===== src/rtl/imm_gen_arbiter.sv =====
// Two-port round-robin front end for a shared RISC-V immediate generator.
// The winner's decoded immediate, instruction, source and tag go into one registered output slot.
module imm_gen_arbiter #(
   parameter int TAG_W = 4,
   parameter int CNT_W = 16
) (
   input  logic             clk,
   input  logic             rst_n,
   input  logic             req0_valid,
   input  logic [31:0]      req0_inst,
   input  logic [TAG_W-1:0] req0_tag,
   output logic             req0_ready,
   input  logic             req1_valid,
   input  logic [31:0]      req1_inst,
   input  logic [TAG_W-1:0] req1_tag,
   output logic             req1_ready,
   output logic             out_valid,
   input  logic             out_ready,
   output logic [31:0]      out_imm,
   output logic [31:0]      out_inst,
   output logic             out_src,
   output logic [TAG_W-1:0] out_tag,
   input  logic             cnt_clear,
   output logic [CNT_W-1:0] grant_cnt0,
   output logic [CNT_W-1:0] grant_cnt1
);

   function automatic logic [31:0] imm_decode(input logic [31:0] inst);
      logic [31:0] imm;
      unique case ({inst[6:5], inst[3:2]})
         4'b1101:          imm = {{20{inst[31]}}, inst[31:21], 1'b0};
         4'b0100:          imm = {{20{inst[31]}}, inst[31:25], inst[11:7]};
         4'b0101, 4'b0001: imm = {inst[31:12], 12'b0};
         4'b1111:          imm = {{11{inst[31]}}, inst[31], inst[19:12], inst[20], inst[30:21], 1'b0};
         4'b1100:          imm = {{19{inst[31]}}, inst[31], inst[7], inst[30:25], inst[11:8], 1'b0};
         default:          imm = {{20{inst[31]}}, inst[31:20]};
      endcase
      return imm;
   endfunction

   logic                        out_valid_q, out_valid_d;
   logic [31:0]                 out_imm_q, out_inst_q;
   logic                        out_src_q;
   logic [TAG_W-1:0]            out_tag_q;
   logic                        last_grant_q;
   logic [1:0][CNT_W-1:0]       cnt_q, cnt_d;

   logic              slot_free, gnt0, gnt1, any_gnt;
   logic [31:0]       sel_inst;
   logic [TAG_W-1:0]  sel_tag;

   // last_grant_q==1 means requester 0 has priority on contention.
   assign slot_free = !out_valid_q | out_ready;
   assign gnt0      = slot_free & req0_valid & (!req1_valid |  last_grant_q);
   assign gnt1      = slot_free & req1_valid & (!req0_valid | !last_grant_q);
   assign any_gnt   = gnt0 | gnt1;
   assign sel_inst  = gnt1 ? req1_inst : req0_inst;
   assign sel_tag   = gnt1 ? req1_tag  : req0_tag;

   assign req0_ready = gnt0;
   assign req1_ready = gnt1;

   always_comb begin
      out_valid_d = out_valid_q;
      if (any_gnt)        out_valid_d = 1'b1;
      else if (out_ready) out_valid_d = 1'b0;
   end

   always_comb begin
      cnt_d = cnt_q;
      for (int i = 0; i < 2; i++) begin
         if (cnt_clear)
            cnt_d[i] = '0;
         else if (((i == 0) ? gnt0 : gnt1) && (cnt_q[i] != {CNT_W{1'b1}}))
            cnt_d[i] = cnt_q[i] + 1'b1;
      end
   end

   always_ff @(posedge clk or negedge rst_n) begin
      if (!rst_n) begin
         out_valid_q  <= 1'b0;
         out_imm_q    <= '0;
         out_inst_q   <= '0;
         out_src_q    <= 1'b0;
         out_tag_q    <= '0;
         last_grant_q <= 1'b1;
         cnt_q        <= '0;
      end else begin
         out_valid_q <= out_valid_d;
         cnt_q       <= cnt_d;
         if (any_gnt) begin
            out_imm_q    <= imm_decode(sel_inst);
            out_inst_q   <= sel_inst;
            out_src_q    <= gnt1;
            out_tag_q    <= sel_tag;
            last_grant_q <= gnt1;
         end
      end
   end

   assign out_valid  = out_valid_q;
   assign out_imm    = out_imm_q;
   assign out_inst   = out_inst_q;
   assign out_src    = out_src_q;
   assign out_tag    = out_tag_q;
   assign grant_cnt0 = cnt_q[0];
   assign grant_cnt1 = cnt_q[1];

endmodule


===== config.mk =====
export PLATFORM = sky130hd
export DESIGN_NAME = imm_gen_arbiter
export DESIGN_NICKNAME = d
export VERILOG_FILES = /design/src/rtl/imm_gen_arbiter.sv
export SDC_FILE = /design/constraint.sdc
export NUM_CORES = 1
export LEC_CHECK = 0
export ABC_AREA = 1
export BUFFER_PORTS_ARGS = -buffer_cell sky130_fd_sc_hd__buf_2
export CORE_ASPECT_RATIO = 0.7
export CORE_UTILIZATION = 44
export CTS_BUF_LIST = sky130_fd_sc_hd__clkbuf_2 sky130_fd_sc_hd__clkbuf_4 sky130_fd_sc_hd__clkbuf_8
export CTS_CLUSTER_DIAMETER = 30
export DETAILED_ROUTE_END_ITERATION = 7
export MAX_ROUTING_LAYER = met4
export PLACE_DENSITY = 0.69
export SLEW_MARGIN = 0
export SYNTH_ARGS = -nofsm -noshare
export SYNTH_HDL_FRONTEND = slang
export SYNTH_SLANG_ARGS = --single-unit

===== constraint.sdc =====
create_clock -name clk -period 2.8 [get_ports clk]
set_input_delay 0.14 -clock clk [delete_from_list [all_inputs] [get_ports clk]]
set_output_delay 0.14 -clock clk [all_outputs]
set_load 0.01 [all_outputs]

After elaboration in Yosys (flattened, before gate mapping)
Cells that the tools add are included.
- add/subtract/negate cells: 2
- equality and inequality tests: 8
- muxes and demuxes: 9
- reductions and logical operators: 10
- bitwise operators: 8
- operator list (operator ; number):
    case mux 31 bit (5 select lines) ; 1
    2-to-1 mux 16 bit ; 4
    adder 16 x 1 -> 16 bit (second input constant) ; 2
    2-to-1 mux 32 bit ; 1
    inequality test 16 bit (second input constant) ; 2
    equality test 4 bit (second input constant) ; 3
    equality test 4 x 3 -> 1 bit (second input constant) ; 2
    nonzero test 2 bit ; 3
    AND 1 bit ; 4
    equality test 4 x 1 -> 1 bit (second input constant) ; 1
    logical NOT 1 bit ; 4
    2-to-1 mux 4 bit ; 1
    OR 1 bit ; 4
    logical AND 1 bit ; 2
    2-to-1 mux 1 bit ; 2
    OR reduction 2 bit ; 1
- register bits: 103
- input port bits: 78
- output and inout port bits: 104
- logic and storage cells: 45

Longest topological paths before layout
- depth after elaboration: 8
- gate-level depth with buffers: 14
- gate-level depth less buffers: 12

Least setup slack after synthesis
Ideal clock, no wire load.
- kind: reg-to-reg
- start: register out_valid_q (netlist: out_valid)
- end: register cnt_q (netlist bit grant_cnt0[13])
- library setup time: 117 ps
- cell stages (with the launch flop): 12
- buffers on the path: 1
- setup slack: 1100 ps
- clock period less this slack: 1700 ps
- required time: 2683 ps
- data arrival time: 1583 ps
- cells stage by stage: dfrtp_1 -> nand2_2 -> buf_4 -> nand3_2 -> inv_1 -> nand2_2 -> nor2_4 -> nand3_1 -> nor2_1 -> nand2_1 -> nand2_1 -> nor2_1
- longest elaborated chain between the ends: 6
- RTL lines (element ; RTL line ; source):
    from (decl) ; 41 ; logic out_valid_q, out_valid_d;
    from (signal assigned) ; 89 ; out_valid_q <= out_valid_d;
    logical NOT 1 bit ; 53 ; assign slot_free = !out_valid_q | out_ready;
    OR 1 bit ; 53 ;
    AND 1 bit (2 in a row) ; 54 ; assign gnt0 = slot_free & req0_valid & (!req1_valid | last_grant_q);
    named net req0_ready ; 12 ; output logic req0_ready,
    logical AND 1 bit ; 74 ; else if (((i == 0) ? gnt0 : gnt1) && (cnt_q[i] != {CNT_W{1'b1}}))
    nonzero test 2 bit (no line) ; -- ;
    to (signal assigned) ; 90 ; cnt_q <= cnt_d;
    to (decl) ; 46 ; logic [1:0][CNT_W-1:0] cnt_q, cnt_d;
The timed path passes the listed nets, and every way through them passes these cells.
A chain may end at the register's enable or synchronous reset.

Worst setup path in the final report
- start: register out_valid_q (netlist: out_valid)
- end: register cnt_q (netlist bit grant_cnt1[14])
- longest elaborated chain between the ends: 6
- RTL lines (element ; RTL line ; source):
    logical NOT 1 bit ; 53 ;
    OR 1 bit ; 53 ;
    AND 1 bit (2 in a row) ; 55 ; assign gnt1 = slot_free & req1_valid & (!req0_valid | !last_grant_q);
    logical AND 1 bit ; 74 ;
    nonzero test 2 bit (no line) ; -- ;
No other way between the ends.

==> metrics.md <==
| Metric | Value |
|---|---|
| Yosys warnings | `0` |
| Slowest cell on the critical path | `dfrtp_1` |
| Synth Area in Compound Gates | `0.0932` |
| Buf/Inv on CP | `2` |
| Main combinational cell family by area after synthesis | `simple AND/OR/NAND/NOR gates` |
| Setup crit start kind | `register` |
| Avg Synthesized Cell Area | `between 7 and 8 um^2` |
| Worst hold path type | `in -> reg` |
| Setup Buffers After CTS | `0` |
| CTS buffer count | `9` |
| Most frequent CP cell | `nand2_1` |
| Worst path cell trace | `nand2_2 -> nand3_4 -> inv_2 -> nand2_1 -> inv_1 -> nand2_1 -> nor2_1 -> nand3_1 -> nand2_1 -> nor2_1` |
| Yosys cell types | `34` |
| Initial DRC count | `311` |
| Tot GR Track Use | `0.239` |
| Achievable Freq | `0.441 GHz` |
| Initial antenna violation count | `0` |
| Pwr/cell area | `706 nW/um^2` |
| VDD IR max | `0.000515 V` |
| Post-DR vias/cell | `4.91` |
| CTS resizes | `0` |
| Max_cap viols | `0` |
| Total Negative Setup Slacks | `0 ps` |
| RSZ-0062 raised after global routing | `false` |
| Pin count of the biggest net entering global routing | `75` |
| Routed wire per std cell | `13.7 um` |
| GR Overflow Total | `0` |
| Relative slew margins | `0.653` |
| Final Hold Viols | `0` |
| Vias | `5,058` |
| Number of global-route vias before repair | `roughly 4.5k` |
| Netlist Area Pre-Place | `5260 um^2` |
| Yosys reg bits | `102` |
| Syn_nets | `775` |
| Worst path top cell family by delay | `simple AND/OR/NAND/NOR gates` |
| Placed cell area | `6300 um^2` |
| TritonRoute pass-1 iters | `4` |
| Final ANT Viol Nets | `0` |
| Die Wd | `between 100 and 150 um` |
| Starting Density | `0.450` |
| Status | `finished, final reports clean` |
| Worst Tran Pin Value | `roughly 520 ps` |
| CTS tree | `yes` |
| Final Critical Period | `~2300 ps` |
| Detailed Place HPWL | `10,500 um` |
| Post-CTS Hold Buffers | `2` |
| H-tree depth | `3` |
| Row cnt | `33` |
| Root Buffer | `clkbuf_8` |
| Fin Clk Skew | `11.7 ps` |
| Area share of xor/xnor cells in the synthesized design | `0.00500` |
| Clk buf depth | `2` |
| Clock latency on the worst-skew pair | `370 ps` |
| Area growth syn-to-layout | `23.6%` |
| CP Capture Type | `register` |
| Synth Area in Simple Gates | `0.341` |
| Die height | `a little over 90 um` |
| Max-slew violations | `0` |
| Req. time, crit path | `3070 ps` |
| Fin crit share | `0.810` |
| # diodes | `0` |
| Sequential fraction of the synthesis area | `0.485` |
| Drt total wl | `14,100 um` |
| Nets@finish | `949` |
| Mux cell area share after synthesis | `0` |
| Post-route DRC | `0` |
| Data arrival, critical path | `2540 ps` |
| Leak Pwr | `3.53 nW` |
| Largest fanout on the critical path | `26` |
| CTS sink cnt | `102` |
| Worst path max stage delay | `around 400 ps` |
| Endpoints failing setup | `0` |
| Cell area after layout | `6500 um^2` |
| RD Place Congestion | `a little over 0.9` |
| Util after Layout | `0.556` |
| First-pass GRT wire length | `22,700 um` |
| Layout cells sized above 1 | `0.279` |
| PortBufs | `181` |
| Core area | `11,700 um^2` |
| Die Area | `between 10,000 and 15,000 um^2` |
| Post-Syn Instances | `695` |
| Number of I/O pins | `182` |
| Post-Synth Adder-Cell Area | `0.00476` |
| Clock transition at path regs | `approximately 110 ps` |
| Critical path type | `reg -> reg` |
## where the power goes
group | internal, mW | total, mW | switching (mW)
sequential | 1.85 | 2.05 | 0.202
clock | 0.350 | 0.893 | 0.543
combinational | 0.629 | 1.65 | 1.02
## final timing paths
path	slack [ps]	start	end	cells after the start
setup reg to reg	530	out_valid$_DFFE_PN0P_	grant_cnt1[14]$_DFFE_PN0P_	10
hold / removal	60	cnt_clear	grant_cnt1[8]$_DFFE_PN0P_	2
max in group asynchronous	1810	rst_n	last_grant_q$_DFFE_PN1P_	3
min in group asynchronous	230	rst_n	out_inst[25]$_DFFE_PN0P_	2
setup / recovery	530	out_valid$_DFFE_PN0P_	grant_cnt1[14]$_DFFE_PN0P_	10
hold reg to reg	480	out_src$_DFFE_PN0P_	out_src$_DFFE_PN0P_	2
## synthesized netlist by cell type, drive strengths merged
library cell / count / area (um^2)
a211oi: 1 / 7.51
a21oi: 17 / 85.1
a31oi: 3 / 18.8
buf: 12 / 87.6
clkbuf: 15 / 56.3
clkinv: 2 / 7.51
dfrtp: 101 / 2530
dfstp: 1 / 26.3
ha: 2 / 25.0
inv: 58 / 218
nand2: 255 / 990
nand3: 46 / 265
nand4: 13 / 96.3
nor2: 70 / 280
nor3: 9 / 45.0
o211a: 1 / 10.0
o21a: 4 / 30.0
o21ai: 56 / 280
o21bai: 1 / 7.51
o221ai: 5 / 43.8
o31ai: 1 / 7.51
or2: 19 / 119
xor2: 3 / 26.3
## cells in the final DEF (no fill, tap or decap), types with 9 or more instances in the layout
cell | netlist | final
o21ai_0 | 48 | 48
a21oi_1 | 17 | 17
buf_2 | 4 | 180
nor2_1 | 67 | 67
inv_1 | 56 | 56
nor3_1 | 9 | 9
dfrtp_1 | 101 | 101
nand3_1 | 42 | 42
or2_2 | 19 | 19
nand2_1 | 246 | 246
nand4_1 | 12 | 12
clkbuf_8 | 0 | 9
## state kept, by name (all words and copies together), names as in the netlist
register      count
out_tag           4
out_inst         31
out_src           1
grant_cnt1       16
out_valid         1
last_grant_q      1
grant_cnt0       16
out_imm          32
## stage by stage
stage	hold slack (ps)	worst slack, ps	total power [mW]	std cells
after floorplan	-156	1100	3.02	695
after global placement	87.8	701	3.71	1013
after detailed placement	93.2	586	3.73	1013
after CTS	43.0	553	4.63	1031
after global routing	49.8	306	4.92	1031
final	64.0	532	4.59	1031
## logic make-up (layout without fill, tap and decap cells)
logic type                 after synthesis  count (layout)
and+or+nand+nor                        412             412
DFF                                    102             102
AOI/OAI and AO/OA                       89              89
buffers and inverters                   87             266
xor gates and xnor gates                 3               3
adders and majority gates                2               2
## area by class of cell
type | count | area (um^2)
Clock buffer | 10 | 131
Fill cell | 1116 | 5180
Timing Repair Buffer | 190 | 1010
Tap cell | 157 | 196
Inverter | 60 | 225
Multi-Input combinational cell | 506 | 2340
Sequential cell | 102 | 2550
Clock inverter | 6 | 52.6
## layer usage
metal	vias to the layer above	wire (um)	GRT usage
met2	166	6090	0.338
met1	2321	7140	0.353
met4	0	133	0.0517
met5	-	0	-
met3	11	774	0.0455
li1	2560	-	-
No activity file was read; power rests on OpenSTA's default activity.
